==> config.mk <==
export PLATFORM = sky130hd
export DESIGN_NAME = rom_loader
export DESIGN_NICKNAME = d
export VERILOG_FILES = /design/src/rtl/rom_loader_defs.sv /design/src/rtl/rom_loader_rx.sv /design/src/rtl/rom_loader.sv
export SDC_FILE = /design/constraint.sdc
export NUM_CORES = 1
export LEC_CHECK = 0
export ABC_AREA = 1
export CORE_MARGIN = 3
export CORE_UTILIZATION = 50
export DETAILED_ROUTE_END_ITERATION = 10
export DONT_BUFFER_PORTS = 1
export GPL_TIMING_DRIVEN = 0
export PLACE_DENSITY_LB_ADDON = 0.1
export SYNTH_ARGS = -nofsm -noshare
export SYNTH_HDL_FRONTEND = slang
export SYNTH_SLANG_ARGS = --single-unit
==> constraint.sdc <==
create_clock -name clk -period 2.2 [get_ports clk]
set_clock_uncertainty 0.1 [all_clocks]
set_input_delay 0.66 -clock clk [delete_from_list [all_inputs] [get_ports clk]]
set_output_delay 0.66 -clock clk [all_outputs]
set_load 0.005 [all_outputs]
==> src/rtl/rom_loader_defs.sv <==
// Shared constants for the UART boot loader: sync byte, FSM encodings and
// the bit-period derivation used by the receiver.
package rom_loader_defs;

  localparam logic [7:0] SYNC_BYTE = 8'hA5;

  localparam logic [2:0] ST_IDLE   = 3'd0;
  localparam logic [2:0] ST_CNT_LO = 3'd1;
  localparam logic [2:0] ST_CNT_HI = 3'd2;
  localparam logic [2:0] ST_DATA   = 3'd3;
  localparam logic [2:0] ST_CHK    = 3'd4;
  localparam logic [2:0] ST_DONE   = 3'd5;
  localparam logic [2:0] ST_ERR    = 3'd6;

  function automatic int clks_per_bit(input int clk_freq, input int baud);
    return clk_freq / baud;
  endfunction

endpackage

==> src/rtl/rom_loader_rx.sv <==
// 8N1 UART byte receiver: 2-flop synchronizer, mid-bit sampling, glitch
// rejection on the start bit, one-cycle byte_valid / frame_err pulses.
module uart_rx_byte #(
  parameter int CLKS_PER_BIT = 434
) (
  input  logic       clk,
  input  logic       rst_n,
  input  logic       uart_rx,
  output logic       byte_valid,
  output logic [7:0] byte_data,
  output logic       frame_err
);

  localparam int CNT_W = $clog2(CLKS_PER_BIT) + 1;
  localparam logic [CNT_W-1:0] FULL = CNT_W'(CLKS_PER_BIT - 1);
  localparam logic [CNT_W-1:0] HALF = CNT_W'((CLKS_PER_BIT - 1) / 2);

  localparam logic [1:0] RX_IDLE  = 2'd0;
  localparam logic [1:0] RX_START = 2'd1;
  localparam logic [1:0] RX_DATA  = 2'd2;
  localparam logic [1:0] RX_STOP  = 2'd3;

  // [0],[1] synchronize; [2] holds the previous synced level for edge detect
  logic [2:0]       sync_q;
  logic [1:0]       rx_state;
  logic [CNT_W-1:0] cnt;
  logic [2:0]       bit_idx;
  logic [7:0]       shift;
  logic             rx;

  assign rx = sync_q[1];

  always_ff @(posedge clk or negedge rst_n) begin
    if (!rst_n) begin
      sync_q     <= 3'b111;
      rx_state   <= RX_IDLE;
      cnt        <= '0;
      bit_idx    <= 3'd0;
      shift      <= 8'd0;
      byte_valid <= 1'b0;
      byte_data  <= 8'd0;
      frame_err  <= 1'b0;
    end else begin
      sync_q     <= {sync_q[1:0], uart_rx};
      byte_valid <= 1'b0;
      frame_err  <= 1'b0;
      case (rx_state)
        // A true falling edge is required, so a line held low after a
        // framing error does not retrigger reception.
        RX_IDLE: begin
          if (sync_q[2] && !rx) begin
            rx_state <= RX_START;
            cnt      <= '0;
          end
        end
        RX_START: begin
          if (cnt == HALF) begin
            cnt      <= '0;
            bit_idx  <= 3'd0;
            rx_state <= rx ? RX_IDLE : RX_DATA;
          end else begin
            cnt <= cnt + CNT_W'(1);
          end
        end
        RX_DATA: begin
          if (cnt == FULL) begin
            cnt     <= '0;
            shift   <= {rx, shift[7:1]};
            bit_idx <= bit_idx + 3'd1;
            if (bit_idx == 3'd7) rx_state <= RX_STOP;
          end else begin
            cnt <= cnt + CNT_W'(1);
          end
        end
        RX_STOP: begin
          if (cnt == FULL) begin
            cnt      <= '0;
            rx_state <= RX_IDLE;
            if (rx) begin
              byte_valid <= 1'b1;
              byte_data  <= shift;
            end else begin
              frame_err <= 1'b1;
            end
          end else begin
            cnt <= cnt + CNT_W'(1);
          end
        end
        default: rx_state <= RX_IDLE;
      endcase
    end
  end

endmodule

==> src/rtl/rom_loader.sv <==
// UART boot loader: writes a framed image into the instruction ROM and holds
// the core in reset until done. Optional checksum: ROM_LOADER_CHECKSUM_EN.
import rom_loader_defs::*;

module rom_loader #(
  parameter int CLK_FREQ = 50_000_000,
  parameter int BAUD     = 115200,
  parameter int ADDR_W   = 12
) (
  input  logic              clk,
  input  logic              rst_n,
  input  logic              uart_rx,
  output logic              rom_we,
  output logic [ADDR_W-1:0] rom_waddr,
  output logic [31:0]       rom_wdata,
  output logic              core_rst_n,
  output logic              load_done,
  output logic              load_err
);

  localparam int          CLKS_PER_BIT = clks_per_bit(CLK_FREQ, BAUD);
  localparam logic [16:0] MAX_WORDS    = 17'(1) << ADDR_W;

  logic        byte_valid;
  logic [7:0]  byte_data;
  logic        frame_err;

  logic [2:0]  state;
  logic [1:0]  byte_cnt;
  logic [16:0] word_cnt;
  logic [15:0] n_words;
  logic [7:0]  cnt_lo;
  logic [23:0] word_sr;
  logic [15:0] n_rx;
`ifdef ROM_LOADER_CHECKSUM_EN
  logic [7:0]  chk_sum;
`endif

  uart_rx_byte #(.CLKS_PER_BIT(CLKS_PER_BIT)) u_rx (
    .clk       (clk),
    .rst_n     (rst_n),
    .uart_rx   (uart_rx),
    .byte_valid(byte_valid),
    .byte_data (byte_data),
    .frame_err (frame_err)
  );

  assign n_rx       = {byte_data, cnt_lo};
  assign load_done  = (state == ST_DONE);
  assign core_rst_n = (state == ST_DONE);
  assign load_err   = (state == ST_ERR);

  always_ff @(posedge clk or negedge rst_n) begin
    if (!rst_n) begin
      state     <= ST_IDLE;
      byte_cnt  <= 2'd0;
      word_cnt  <= 17'd0;
      n_words   <= 16'd0;
      cnt_lo    <= 8'd0;
      word_sr   <= 24'd0;
      rom_we    <= 1'b0;
      rom_waddr <= '0;
      rom_wdata <= 32'd0;
`ifdef ROM_LOADER_CHECKSUM_EN
      chk_sum   <= 8'd0;
`endif
    end else begin
      rom_we <= 1'b0;
      if (rom_we) rom_waddr <= rom_waddr + 1'b1;

      if (frame_err && state != ST_IDLE && state != ST_DONE) begin
        state <= ST_ERR;
      end else begin
        case (state)
          ST_IDLE, ST_ERR: begin
            if (byte_valid && byte_data == SYNC_BYTE) begin
              state     <= ST_CNT_LO;
              byte_cnt  <= 2'd0;
              word_cnt  <= 17'd0;
              rom_waddr <= '0;
`ifdef ROM_LOADER_CHECKSUM_EN
              chk_sum   <= 8'd0;
`endif
            end
          end
          ST_CNT_LO: begin
            if (byte_valid) begin
              cnt_lo <= byte_data;
              state  <= ST_CNT_HI;
            end
          end
          ST_CNT_HI: begin
            if (byte_valid) begin
              n_words <= n_rx;
              if (n_rx == 16'd0 || {1'b0, n_rx} > MAX_WORDS) state <= ST_ERR;
              else state <= ST_DATA;
            end
          end
          ST_DATA: begin
            if (byte_valid) begin
              byte_cnt <= byte_cnt + 2'd1;
`ifdef ROM_LOADER_CHECKSUM_EN
              chk_sum  <= chk_sum + byte_data;
`endif
              if (byte_cnt == 2'd3) begin
                rom_we    <= 1'b1;
                rom_wdata <= {byte_data, word_sr};
                word_cnt  <= word_cnt + 17'd1;
              end else begin
                word_sr <= {byte_data, word_sr[23:8]};
              end
            end else if (rom_we && word_cnt == {1'b0, n_words}) begin
              // Leave only once the final strobe is on the port, so the core
              // release always trails the last write.
`ifdef ROM_LOADER_CHECKSUM_EN
              state <= ST_CHK;
`else
              state <= ST_DONE;
`endif
            end
          end
`ifdef ROM_LOADER_CHECKSUM_EN
          ST_CHK: begin
            if (byte_valid) state <= (byte_data == chk_sum) ? ST_DONE : ST_ERR;
          end
`endif
          ST_DONE: state <= ST_DONE;
          default: state <= ST_IDLE;
        endcase
      end
    end
  end

endmodule

==> run_results.csv <==
group,metric,value,unit
floorplan,chipHeight,124.7,µm
pwr,vdd_ir_drop_max,0.4939,mV
sta,worst_slack,0.05367,ns
floorplan,dieArea,0.01556,mm²
cts,clk_latency,0.42,ns
cts,root_buffer,"clkbuf_16",
outcome,status,"finished with violations",
sta,tightest_slew,0.6945,ns
finish,final_cell_mix,"nand2_1 (274), dfrtp_1 (148), inv_1 (114)",
setup_path,cpPeakStageDelay,0.44,ns
setup_path,required,1.44,ns
global_routing,grt_pass1_vias,5525,
global_routing,grt_pass1_wl,27240,µm
setup_path,cp.arrival,1.39,ns
finish,diodes,0,
setup_path,critPathBufInv,2,
floorplan,start_util,0.5220,
synthesis,postSynthRegisterBits,151,
finish,layoutNonFillerInstCount,1091,
cts,clock_sinks,151,
floorplan,fp-row-count,42,
setup_path,cp_max_fo,5,
setup_path,r2r-start,"state[2]",
routing,first_pass_iters,5,
setup_path,cp_slowest_cell,"dfrtp_1",
finish,nets,914,
global_routing,grt_max_degree,152,
pwr,p_per_area,784.0,mW/mm²
sta,timing.fmax,465.9,MHz
synthesis,yosysWarnings,0,
sta,hold_viol_final,148,
finish,syn2layout_area_growth,12.46,%
synthesis,synth-seq-area-share,0.5365,
placement,placed_cells,1054,
floorplan,die_w,124.7,µm
global_routing,antenna_found_initial,0,
synthesis,synthesis.nets,889,
setup_path,end_kind,"output pin",
sta,finalCritPeriodShare,0.9756,
synthesis,avgSynthCellArea,8.030,µm²
setup_path,path_cells,"nor2_2 -> nand2_2 -> inv_1 -> buf_4",
hold_path,hold_class,"in -> async",
synthesis,synth_area,0.007051,mm²
routing,first_iter_violations,422,
routing,vias,5649,
setup_path,crit_path_start_kind,"flip-flop",
sta,tns,0,ns
outcome,violations,"hold timing",
synthesis,synthesis.instances,878,
cts,worst_setup_hold_path_clk_slew,0.06,ns
cts,cts_buffers,17,
placement,io_buffers,0,
sta,relSlewSlack,0.5339,
sta,finalCriticalPeriod,2.146,ns
sta,finalMaxSlewViolations,0,
finish,num-fill-cells,1221,
finish,layout_commonest_cell,"nand2_1",
cts,tritoncts,"built",
cts,htreeDepth,4,
routing,wire_per_inst,14.63,µm
setup_path,critPathTopFamily,"flip-flops",
routing,wl,15960,µm
synthesis,synth_cell_type_count,32,
routing,viasPerCell,5.178,
placement,dp_hpwl,11290,µm
setup_path,r2r_end,"word_sr[23]",
global_routing,overflow,0,
placement,dp_slack,0.02604,ns
pwr,cellLeakagePower,3.775,nW
setup_path,rrSetupSlack,0.08,ns
routing,ant_nets,0,
routing,drc,0,
global_routing,track_usage,0.2128,
cts,cts_buffer_depth,2,
floorplan,pin_count,51,
finish,drive_above_1_share,0.08197,
setup_path,reg2regPathDepth,10,
job,cap_violations,0,
floorplan,core_area,0.01351,mm²
sta,whs,-0.1668,ns
placement,gp_congestion,0.8792,
sta,finalSetupViolations,0,
setup_path,critical_path_class,"reg -> out",
-- cell usage after synthesis (all sizes together) --
library cell / number / area share
o211ai: 2 / 0.0021
buf: 15 / 0.015
nor3: 14 / 0.0099
o21a: 1 / 0.0011
o21ai: 110 / 0.079
nand2: 277 / 0.15
xnor2: 6 / 0.0075
dfrtp: 148 / 0.53
nand3b: 3 / 0.0032
nand4: 10 / 0.0089
nor4: 1 / 0.00089
or2: 4 / 0.0036
dfstp: 3 / 0.011
ha: 8 / 0.014
o22ai: 1 / 0.00089
a21oi: 15 / 0.011
inv: 118 / 0.063
nand3: 49 / 0.037
clkbuf: 10 / 0.0053
xor2: 11 / 0.014
nor2: 72 / 0.040
-- routing by layer --
layer	wire length [µm]	track usage
met1	7315	0.2908
met2	7839	0.3432
met3	606	0.04931
met4	202	0.05738
met5	0	0
-- registers in the layout, indices dropped and copies added (netlist names), named ones only --
signal	flops
byte_cnt	2
cnt_lo	8
n_words	16
rom_waddr	12
rom_wdata	32
rom_we	1
state	3
u_rx.bit_idx	3
u_rx.byte_data	8
u_rx.byte_valid	1
u_rx.cnt	10
u_rx.frame_err	1
u_rx.rx_state	1
u_rx.shift	8
u_rx.sync_q	3
word_cnt	17
word_sr	24
-- cells by family after synthesis --
| group | count (synthesis) | share of synthesized area |
|---|---|---|
| fa+ha+maj | 8 | 0.01420 |
| simple gates | 430 | 0.2513 |
| xor+xnor | 17 | 0.02112 |
| compound gates | 129 | 0.09388 |
| flops | 151 | 0.5365 |
| buf+inv | 143 | 0.08305 |
-- area by class of cell --
cell class	instances	area (µm²)	area share
inverters	118	442.9	0.05586
plain buffers	25	150.1	0.01894
well taps	176	220.2	0.02777
multi-input cells	584	2694	0.3398
clock inverters	12	151.4	0.01909
flip-flops and latches	151	3782	0.4770
clock buffers	19	442.9	0.05586
repair buffers	6	45.04	0.005681
-- report_power, final --
part / switching [mW] / internal [mW] / total, mW
combinational: 0.183 / 0.137 / 0.320
clock: 1.13 / 1.81 / 2.93
sequential: 0.0945 / 2.87 / 2.96
total: 1.41 / 4.81 / 6.22
-- through the flow --
step	util	instance area, µm²	power (mW)
6_report	0.5871	7929	6.217
5_1_grt	0.5871	7929	6.493
4_1_cts	0.5825	7866	6.269
3_5_place_dp	0.5384	7271	3.337
3_3_place_gp	0.5384	7271	3.316
2_1_floorplan	-	7051	3.266
-- repair_timing --
item,CTS,global route
setup buffers,0,6
hold endpoints to repair,150,148
setup endpoints to repair,1,69
pin swaps,0,1
gates resized for setup,1,9
-- worst max-delay path by stage --
stage	startpoint	to	slack [ns]	depth (start not counted)
detailed placement	u_rx.byte_data[1]	word_cnt[11]	0.03	9
global placement	u_rx.byte_data[1]	word_cnt[2]	0.07	9
global route	state[0]	load_done	-0.02	5
floorplan	state[2]	word_sr[18]	0.42	10
CTS	u_rx.byte_data[1]	rom_wdata[17]	0.02	12
finish	state[1]	load_done	0.05	4
No activity file was read; power rests on OpenSTA's default activity.
